File: src/rtl/tjrpu_pkg.sv
// Shared Wishbone widths and master state encoding for the tjrpu bus blocks.
package tjrpu_pkg;

    localparam int ADR_W = 32;
    localparam int DAT_W = 32;
    localparam int SEL_W = 4;

    typedef enum logic [1:0] {
        IDLE = 2'd0,
        BUS  = 2'd1,
        RESP = 2'd2
    } state_e;

endpackage

File: src/rtl/tjrpu_wb_master.sv
// Single-transaction Wishbone classic master: command in, one bus cycle with
// ack/err/timeout resolution, response held until consumed.
module tjrpu_wb_master
    import tjrpu_pkg::*;
#(
    parameter int unsigned TIMEOUT_CYCLES = 255
) (
    input  logic             wb_clk_i,
    input  logic             wb_rst_i,

    input  logic             cmd_valid_i,
    output logic             cmd_ready_o,
    input  logic             cmd_we_i,
    input  logic [ADR_W-1:0] cmd_adr_i,
    input  logic [DAT_W-1:0] cmd_dat_i,
    input  logic [SEL_W-1:0] cmd_sel_i,

    output logic             rsp_valid_o,
    input  logic             rsp_ready_i,
    output logic [DAT_W-1:0] rsp_dat_o,
    output logic             rsp_err_o,
    output logic             rsp_timeout_o,

    output logic             wbm_cyc_o,
    output logic             wbm_stb_o,
    output logic             wbm_we_o,
    output logic [SEL_W-1:0] wbm_sel_o,
    output logic [ADR_W-1:0] wbm_adr_o,
    output logic [DAT_W-1:0] wbm_dat_o,
    input  logic             wbm_ack_i,
    input  logic             wbm_err_i,
    input  logic [DAT_W-1:0] wbm_dat_i
);

    // One extra bit so the increment never wraps before the compare.
    localparam logic [16:0] TO_LIM = 17'(TIMEOUT_CYCLES);

    state_e             state_q, state_d;
    logic [15:0]        cnt_q, cnt_d;
    logic [16:0]        cnt_inc;
    logic               we_q, we_d;
    logic [SEL_W-1:0]   sel_q, sel_d;
    logic [ADR_W-1:0]   adr_q, adr_d;
    logic [DAT_W-1:0]   dat_q, dat_d;
    logic [DAT_W-1:0]   rdat_q, rdat_d;
    logic               err_q, err_d;
    logic               to_q, to_d;

    assign cnt_inc = {1'b0, cnt_q} + 17'd1;

    always_ff @(posedge wb_clk_i or posedge wb_rst_i) begin
        if (wb_rst_i) begin
            state_q <= IDLE;
            cnt_q   <= '0;
            we_q    <= 1'b0;
            sel_q   <= '0;
            adr_q   <= '0;
            dat_q   <= '0;
            rdat_q  <= '0;
            err_q   <= 1'b0;
            to_q    <= 1'b0;
        end else begin
            state_q <= state_d;
            cnt_q   <= cnt_d;
            we_q    <= we_d;
            sel_q   <= sel_d;
            adr_q   <= adr_d;
            dat_q   <= dat_d;
            rdat_q  <= rdat_d;
            err_q   <= err_d;
            to_q    <= to_d;
        end
    end

    always_comb begin
        state_d = state_q;
        cnt_d   = cnt_q;
        we_d    = we_q;
        sel_d   = sel_q;
        adr_d   = adr_q;
        dat_d   = dat_q;
        rdat_d  = rdat_q;
        err_d   = err_q;
        to_d    = to_q;

        case (state_q)
            IDLE: begin
                if (cmd_valid_i) begin
                    we_d    = cmd_we_i;
                    sel_d   = cmd_sel_i;
                    adr_d   = cmd_adr_i;
                    dat_d   = cmd_dat_i;
                    cnt_d   = '0;
                    state_d = BUS;
                end
            end
            BUS: begin
                // err outranks ack, and either outranks a coincident timeout.
                if (wbm_err_i) begin
                    rdat_d  = '0;
                    err_d   = 1'b1;
                    to_d    = 1'b0;
                    state_d = RESP;
                end else if (wbm_ack_i) begin
                    rdat_d  = we_q ? '0 : wbm_dat_i;
                    err_d   = 1'b0;
                    to_d    = 1'b0;
                    state_d = RESP;
                end else begin
                    cnt_d = cnt_inc[15:0];
                    if (cnt_inc == TO_LIM) begin
                        rdat_d  = '0;
                        err_d   = 1'b0;
                        to_d    = 1'b1;
                        state_d = RESP;
                    end
                end
            end
            RESP: begin
                if (rsp_ready_i) begin
                    state_d = IDLE;
                end
            end
            default: state_d = IDLE;
        endcase
    end

    assign cmd_ready_o   = (state_q == IDLE);
    assign rsp_valid_o   = (state_q == RESP);
    assign rsp_dat_o     = rdat_q;
    assign rsp_err_o     = err_q;
    assign rsp_timeout_o = to_q;

    assign wbm_cyc_o = (state_q == BUS);
    assign wbm_stb_o = (state_q == BUS);
    assign wbm_we_o  = we_q;
    assign wbm_sel_o = sel_q;
    assign wbm_adr_o = adr_q;
    assign wbm_dat_o = dat_q;

endmodule

File: config.mk
export PLATFORM = sky130hd
export DESIGN_NAME = tjrpu_wb_master
export DESIGN_NICKNAME = d
export VERILOG_FILES = /design/src/rtl/tjrpu_pkg.sv /design/src/rtl/tjrpu_wb_master.sv
export SDC_FILE = /design/constraint.sdc
export NUM_CORES = 1
export LEC_CHECK = 0
export ABC_AREA = 1
export CAP_MARGIN = 20
export CELL_PAD_IN_SITES_DETAIL_PLACEMENT = 0
export CELL_PAD_IN_SITES_GLOBAL_PLACEMENT = 1
export CORE_ASPECT_RATIO = 1.2
export CORE_MARGIN = 5
export CORE_UTILIZATION = 34
export DETAILED_ROUTE_END_ITERATION = 12
export GPL_TIMING_DRIVEN = 0
export PLACE_DENSITY_LB_ADDON = 0.1
export SLEW_MARGIN = 10
export SYNTH_ARGS = -nofsm -noshare
export SYNTH_HDL_FRONTEND = slang
export SYNTH_SLANG_ARGS = --single-unit
File: constraint.sdc
create_clock -name wb_clk_i -period 11.55 [get_ports wb_clk_i]
set_clock_uncertainty 0.1 [all_clocks]
set_input_delay 1.7325 -clock wb_clk_i [delete_from_list [all_inputs] [get_ports wb_clk_i]]
set_output_delay 1.7325 -clock wb_clk_i [all_outputs]
set_load 0.02 [all_outputs]
==> flow_summary.json, run 1 <==
{
  "hp-class": "reg2reg",
  "synth_common_cells": "nand2_1, dfrtp_1, mux2_2",
  "hold_viol": 0,
  "yosys_warnings": 0,
  "grt_remaining_overflow": 0,
  "die_x_um": 124,
  "ctsResizeCount": 0,
  "yosys.cell_types.count": 22,
  "io_buffers": 213,
  "synth-main-ff-cell": "dfrtp_1",
  "syn_nets": 644,
  "yosys-top-cells-area": "dfrtp_1, mux2_2, nand2_1",
  "pwr_density_cell_mw_per_mm2": 259,
  "grt_first_pass_wirelength_um": 25100,
  "htreeDepth": 4,
  "cts_tree": "done",
  "netlist_area_mm2": 0.00531,
  "fin_setup_tns_ns": 0,
  "synth.yosys.seq_area_share": 0.570,
  "status": "complete, no violations",
  "num_io_pins": 214,
  "coreArea_mm2": 0.0155,
  "cts_hold_buf": 0,
  "cts.clk_slew.worst_paths_ns": 0.05,
  "cts_root_buf": "clkbuf_16",
  "avgRoutedWirePerCell_um": 15.8,
  "cts.sinks": 121,
  "maxSlewViolCount": 0,
  "critical_path_class": "reg2out",
  "max-cap-violations": 0,
  "netlist.area_leader.share": 0.570,
  "crit_required_ns": 9.72,
  "nNetsFinal": 877,
  "synth.most_common_cell": "nand2_1",
  "grt_pass1_vias": 4911,
  "clock_latency_ns": 0.41,
  "die-area_mm2": 0.0182,
  "synth_enable_flop_cells": 0,
  "period_share": 0.370,
  "syn_inst": 535,
  "path_max_fanout": 11,
  "via_per_inst": 4.54,
  "rsz0062_at_grt": "no",
  "timing.fmax_mhz": 234,
  "first_pass_iters": 5,
  "routabilityCongestion": 0.792,
  "rows": 50,
  "worst_pin_slew_ns": 0.661,
  "power_leakage_nw": 3.81,
  "setup_viol": 0,
  "yosys.area.top_type": "dfrtp_1",
  "ir_drop_v": 0.000151,
  "max_slew_margin": 0.559,
  "total_power_mw": 2.17,
  "drive_gt1_frac": 0.150,
  "postCtsSetupRepairBufs": 0,
  "track_usage": 0.179,
  "worstSetupStartpointType": "flop",
  "ys_ff_latch": 121,
  "wl_um": 15600,
  "ant_nets": 0,
  "start_util": 0.343,
  "dp_hpwl_um": 11900,
  "area_growth_pct": 57.6,
  "n_antenna_cell": 0,
  "async_flop_share": 1.00,
  "endpoint_kind": "output pin",
  "crit_arrival_ns": 2.44,
  "period_minus_slack_ns": 4.27,
  "antenna_found_initial": 0,
  "grt_max_degree": 66,
  "die_h_um": 147,
  "drt-initial-drc-count": 168,
  "clock_path_buffers": 2,
  "avgSynthCellArea_um2": 9.92,
  "num_vias": 4490,
  "drc": 0,
  "numCtsBuffers": 17
}
per-stage QoR:
step / utilization / std cells / instance area, um^2 / setup WS, ns / hold WS, ns
final: 0.541 / 988 / 8360 / 7.28 / 0.368
after global routing: 0.541 / 988 / 8360 / 7.10 / 0.387
after CTS: 0.541 / 988 / 8360 / 7.22 / 0.373
after detailed placement: 0.500 / 957 / 7730 / 7.66 / 0.362
after global placement: 0.498 / 956 / 7700 / 4.59 / 0.356
after floorplan: - / 535 / 5310 / 6.50 / 0.431
critical path, cell delays in order, from the launching register on:
cell	delay, ns
dfrtp_1	0.40
nor2_2	0.39
clkbuf_1	0.46
buf_4	0.19
clkdlybuf4s50_1	0.59
final cells by class:
type	count	area (um^2)
Timing Repair Buffer	214	2160
Inverter	57	219
Clock buffer	18	429
Clock inverter	13	203
Fill cell	1457	7090
Multi-Input combinational cell	334	1940
Buffer	23	124
Sequential cell	121	3030
Tap cell	208	260
power by group:
group | internal [mW] | total (mW) | switching, mW | leakage [nW]
sequential | 0.589 | 0.678 | 0.0888 | 1.52
clock | 0.380 | 0.569 | 0.190 | 0.294
combinational | 0.459 | 0.923 | 0.464 | 2.00
total | 1.43 | 2.17 | 0.743 | 3.81
worst paths after layout:
| kind | start | endpoint | slack [ns] | cells past startpoint |
|---|---|---|---|---|
| worst max-delay path | state_q[1] | wbm_stb_o | 7.28 | 4 |
| worst min-delay path | rsp_dat_o[16] | rsp_dat_o[16] | 0.37 | 2 |
| worst max register to register | cnt_q[1] | rsp_dat_o[21] | 9.24 | 15 |
| worst min register to register | rsp_dat_o[16] | rsp_dat_o[16] | 0.37 | 2 |
| max in group asynchronous | wb_rst_i | cnt_q[4] | 8.96 | 3 |
| min in group asynchronous | wb_rst_i | wbm_adr_o[25] | 1.68 | 2 |
state kept, by name (all words and copies together) (netlist names):
register	cells
wbm_dat_o	32
rsp_dat_o	32
rsp_timeout_o	1
wbm_adr_o	32
wbm_we_o	1
wbm_sel_o	4
rsp_err_o	1
cnt_q	16
state_q	2
cell usage in the layout, fill, tap and decap left out:
| cell type | synthesis | final |
|---|---|---|
| clkdlybuf4s50_1 | 0 | 213 |
| nand2_1 | 128 | 128 |
| dfrtp_1 | 121 | 121 |
| mux2_2 | 69 | 69 |
| inv_1 | 57 | 56 |
| nor2_1 | 55 | 55 |
| nand3_1 | 46 | 46 |
| clkbuf_16 | 0 | 17 |
| clkbuf_1 | 15 | 16 |
| o22ai_1 | 9 | 9 |
| o21ai_0 | 8 | 8 |
| bufinv_16 | 0 | 5 |
| clkinvlp_4 | 0 | 5 |
| nand4_1 | 4 | 4 |
| buf_4 | 4 | 4 |
| buf_6 | 3 | 3 |
| clkinv_2 | 0 | 3 |
| nor2_4 | 2 | 2 |
| nand2_2 | 2 | 2 |
| nor3_1 | 2 | 2 |
| nor2_2 | 2 | 2 |
| nand2_4 | 2 | 2 |
| ha_1 | 2 | 2 |
| or3b_2 | 1 | 1 |
| inv_6 | 0 | 1 |
| buf_1 | 1 | 1 |
| o21ai_1 | 1 | 1 |
| nand3b_1 | 1 | 1 |
| buf_16 | 0 | 1 |
per-layer routing:
metal / share of wire / vias up / GRT usage
li1: - / 2169 / -
met1: 0.37 / 2142 / 0.193
met2: 0.49 / 162 / 0.291
met3: 0.12 / 17 / 0.103
met4: 0.014 / 0 / 0.0608
met5: 0 / - / 0
logic make-up after synthesis:
kind of cell | count (synthesis) | share of synthesized area
flops | 121 | 0.570
compound gates | 18 | 0.0191
mux | 69 | 0.146
fa+ha+maj | 2 | 0.00471
simple gates | 245 | 0.196
buf+inv | 80 | 0.0636
Power figures use the tool's default switching activity.
==> run 2, diff against run 1 <==
CORE_UTILIZATION = 29   (was 34)
clock period = 3.6 ns   (was 11.55 ns; I/O delays follow)
==> flow_summary.json, run 2 (same netlist as run 1, synthesis figures left out) <==
{
  "rows": 54,
  "n_antenna_cell": 0,
  "total_power_mw": 6.91,
  "numCtsBuffers": 17,
  "clock_path_buffers": 2,
  "cts_root_buf": "clkbuf_16",
  "drt-initial-drc-count": 171,
  "via_per_inst": 4.48,
  "crit_required_ns": 2.96,
  "grt_remaining_overflow": 0,
  "rr_worst_depth": 15,
  "max-cap-violations": 0,
  "timing.fmax_mhz": 320,
  "drive_gt1_frac": 0.156,
  "critical_path_class": "reg2out",
  "max_slew_margin": 0.563,
  "grt_pass1_vias": 4874,
  "cts_tree": "done",
  "die_x_um": 133,
  "io_buffers": 213,
  "ctsResizeCount": 0,
  "worst_pin_slew_ns": 0.655,
  "swShare": 0.349,
  "cts_hold_buf": 0,
  "drc": 0,
  "power_leakage_nw": 3.84,
  "rsz0062_at_grt": "no",
  "htreeDepth": 4,
  "grt_first_pass_wirelength_um": 25800,
  "postCtsSetupRepairBufs": 0,
  "ir_drop_v": 0.000441,
  "area_growth_pct": 58.9,
  "nNetsFinal": 880,
  "pre_cts_ws_ns": 0.855,
  "share_seq_of_total_power": 0.315,
  "first_pass_iters": 4,
  "track_usage": 0.157,
  "wl_um": 16200,
  "status": "complete, no violations",
  "clock_latency_ns": 0.41,
  "internal_power_mw": 4.50,
  "endpoint_kind": "output pin",
  "num_io_pins": 214,
  "crit_arrival_ns": 2.49,
  "avgRoutedWirePerCell_um": 16.0,
  "layout_setup_ws_ns": 0.472,
  "mostFrequentLayoutCells": "clkdlybuf4s50_1, nand2_1, dfrtp_1, mux2_2, inv_1",
  "die-area_mm2": 0.0211,
  "start_util": 0.293,
  "coreArea_mm2": 0.0181,
  "comb_power_share": 0.428,
  "period_minus_slack_ns": 3.13,
  "netSwitchingPower_mw": 2.42,
  "num_vias": 4512,
  "fin_setup_tns_ns": 0,
  "die_h_um": 158,
  "path_max_fanout": 11,
  "cts.clk_slew.worst_paths_ns": 0.06,
  "worstSetupStartpointType": "flop",
  "ant_nets": 0,
  "hold_viol": 0,
  "cts.sinks": 121,
  "routabilityCongestion": 0.751,
  "fillers": 1748,
  "antenna_found_initial": 0,
  "hp-class": "in2async",
  "dp_hpwl_um": 12400,
  "grt_max_degree": 35,
  "period_share": 0.869,
  "clkPwrFrac": 0.257,
  "setup_viol": 0,
  "final_common_cell": "clkdlybuf4s50_1",
  "maxSlewViolCount": 0,
  "pwr_density_cell_mw_per_mm2": 820
}
run 2: cell count changes in the layout (fill, tap and decap cells not counted):
cell,delta
clkinv_2,-2
clkinvlp_4,-1
clkbuf_1,-1
buf_12,+3
clkbuf_8,+2
bufinv_16,-2
clkinv_4,+5
run 2: critical path: stages, from the launching register on:
cell and delay (ns):
dfrtp_1 0.40, nor2_2 0.39, clkbuf_1 0.49, buf_4 0.20, clkdlybuf4s50_1 0.59
run 2: stage by stage:
stage | hold slack, ns | util | instance area [um^2] | std cells
after floorplan | 0.431 | - | 5310 | 535
after detailed placement | 0.362 | 0.431 | 7810 | 976
after CTS | 0.352 | 0.466 | 8430 | 1008
final | 0.367 | 0.466 | 8430 | 1008
after global placement | 0.356 | 0.427 | 7720 | 972
after global routing | 0.379 | 0.466 | 8430 | 1008
run 2: path summary, 6_finish.rpt:
path                          startpoint             to  slack, ns
min                             wb_rst_i  wbm_adr_o[10]       0.37
max reg2reg                     cnt_q[1]   rsp_dat_o[0]       1.26
min reg2reg                rsp_dat_o[19]  rsp_dat_o[19]       0.37
min in group wb_clk_i      rsp_dat_o[19]  rsp_dat_o[19]       0.37
max in group asynchronous       wb_rst_i       wbm_we_o       1.88
max                           state_q[1]      wbm_stb_o       0.47
run 2: area by class of cell:
type	count	area, um^2	area share
Multi-Input combinational cell	334	1940	0.230
Clock buffer	19	453	0.0537
Buffer	23	124	0.0147
Inverter	57	218	0.0258
Tap cell	224	280	0.0332
Clock inverter	13	170	0.0202
Timing Repair Buffer	217	2220	0.263
Sequential cell	121	3030	0.359
run 2: power groups by stage:
stage	logic (mW)	clock network [mW]	registers, mW
3_3_place_gp	2.99	0	2.17
3_5_place_dp	3.01	0	2.19
6_report	2.96	1.77	2.18
2_1_floorplan	0.858	0	2.79
5_1_grt	3.16	1.89	2.26
4_1_cts	3.02	1.82	2.19
run 2: layer usage:
metal,routed length (um),part of all wire,GRT usage,up-vias
li1,-,-,-,2184
met1,6290,0.39,0.175,2135
met2,7850,0.49,0.258,167
met3,1650,0.10,0.0833,26
met4,383,0.024,0.0568,0
met5,0,0,0,-
==> run 3, diff against run 2 <==
SETUP_SLACK_MARGIN = 0.3   (was default)
==> flow_summary.json, run 3 (same netlist as run 1, synthesis figures left out) <==
{
  "mostFrequentLayoutCells": "clkdlybuf4s50_1, nand2_1, dfrtp_1, mux2_2, inv_1",
  "pwr_density_cell_mw_per_mm2": 820,
  "endpoint_kind": "output pin",
  "r2r_start": "cnt_q[1]",
  "cts_hold_buf": 0,
  "die-area_mm2": 0.0211,
  "rsz0062_at_grt": "no",
  "slowest_stage": "clkdlybuf4s50_1",
  "setup_viol": 0,
  "drive_gt1_frac": 0.157,
  "status": "complete, no violations",
  "drc": 0,
  "path_delay_family": "buffers and inverters",
  "postLayoutCoreUtil": 0.466,
  "antenna_found_initial": 0,
  "nNetsFinal": 880,
  "post_dp_cell_area_mm2": 0.00781,
  "crit_chain": "nor2_2, clkbuf_2, buf_4, clkdlybuf4s50_1",
  "clock_path_buffers": 2,
  "htreeDepth": 4,
  "cts_root_buf": "clkbuf_16",
  "maxSlewViolCount": 0,
  "via_per_inst": 4.48,
  "timing.fmax_mhz": 339,
  "fillers": 1747,
  "cts_tree": "done",
  "cpPeakStageDelay_ns": 0.59,
  "coreArea_mm2": 0.0181,
  "path_max_fanout": 11,
  "ant_nets": 0,
  "wl_um": 16200,
  "total_power_mw": 6.92,
  "start_util": 0.293,
  "crit_required_ns": 2.96,
  "hold_viol": 0,
  "r2r_slack_ns": 1.26,
  "regArea_mm2": 0.00303,
  "grt_first_pass_wirelength_um": 25800,
  "grt_max_degree": 35,
  "critical_path_class": "reg2out",
  "routabilityCongestion": 0.751,
  "die_x_um": 133,
  "die_h_um": 158,
  "cts.sinks": 121,
  "ir_drop_v": 0.000441,
  "multiInputGateArea_mm2": 0.00194,
  "fin_setup_tns_ns": 0,
  "area_growth_pct": 58.9,
  "rows": 54,
  "grt_pass1_vias": 4874,
  "final_common_cell": "clkdlybuf4s50_1",
  "grt_remaining_overflow": 0,
  "worst_pin_slew_ns": 0.655,
  "path_buf_inv": 3,
  "fin_area_mm2": 0.00844,
  "rr_worst_depth": 15,
  "rr_endpoint": "rsp_dat_o[0]",
  "io_buffers": 213,
  "n_antenna_cell": 0,
  "clock_latency_ns": 0.41,
  "numCtsBuffers": 17,
  "period_share": 0.818,
  "crit_arrival_ns": 2.31,
  "dp_hpwl_um": 12400,
  "drt-initial-drc-count": 171,
  "track_usage": 0.157,
  "avgRoutedWirePerCell_um": 16.0,
  "period_minus_slack_ns": 2.95,
  "max-cap-violations": 0,
  "hp-class": "in2async",
  "num_vias": 4511,
  "power_leakage_nw": 3.84,
  "first_pass_iters": 4,
  "worstSetupStartpointType": "flop",
  "cts.clk_slew.worst_paths_ns": 0.06,
  "num_io_pins": 214,
  "max_slew_margin": 0.563
}
-- run 3: cell types whose count changed in the layout (fill, tap and decap cells not counted) --
| cell | change |
|---|---|
| clkbuf_2 | +1 |
| clkbuf_1 | -1 |
-- run 3: worst reg2reg max path: stages (launching register included) --
cell	delay, ns
dfrtp_1	0.41
ha_1	0.22
nand2_1	0.08
nor2_1	0.16
nand2_1	0.14
o21ai_0	0.16
nand2_1	0.06
inv_1	0.08
nand2_1	0.06
nor2_1	0.14
nand2_2	0.10
nand2_4	0.11
nand2_4	0.10
buf_6	0.18
nand2_1	0.06
nand2_1	0.05
-- run 3: cell type report --
| type | count | area share |
|---|---|---|
| plain buffers | 23 | 0.0148 |
| inverters | 57 | 0.0258 |
| clock inverters | 13 | 0.0202 |
| multi-input cells | 334 | 0.230 |
| well taps | 224 | 0.0332 |
| repair buffers | 217 | 0.263 |
| clock buffers | 19 | 0.0537 |
| flip-flops and latches | 121 | 0.359 |
-- run 3: how the worst max path moves through the flow --
stage	endpoint	slack, ns	from	cells after the start
detailed placement	wbm_stb_o	0.86	state_q[1]	4
finish	wbm_stb_o	0.65	state_q[1]	4
global route	wbm_stb_o	0.49	state_q[1]	4
CTS	wbm_stb_o	0.40	state_q[1]	4
floorplan	cnt_q[0]	1.48	wb_rst_i	1
global placement	wbm_adr_o[29]	0.16	wb_rst_i	2
-- run 3: power breakdown --
part           switching (mW)  total, mW  internal, mW
combinational            1.48       2.96          1.48
sequential              0.290       2.18          1.89
clock                   0.644       1.77          1.13
total                    2.42       6.92          4.50
-- run 3: what timing repair did --
| action | in CTS | in global routing |
|---|---|---|
| gates resized for setup | 0 | 2 |
| setup endpoints to repair | 0 | 1 |
| hold endpoints to repair | 0 | 0 |
| buffers inserted | 0 | 0 |
-- run 3: stage by stage --
stage / hold slack, ns / instances / setup slack [ns]
floorplan: 0.431 / 535 / 1.48
detailed placement: 0.362 / 976 / 0.855
global route: 0.379 / 1008 / 0.488
global placement: 0.356 / 972 / 0.161
CTS: 0.352 / 1008 / 0.405
finish: 0.367 / 1008 / 0.654
-- run 3: metal layers --
layer  wire, um  track usage
met4        383       0.0568
met2       7850        0.258
met3       1650       0.0833
met5          0            0
met1       6290        0.175
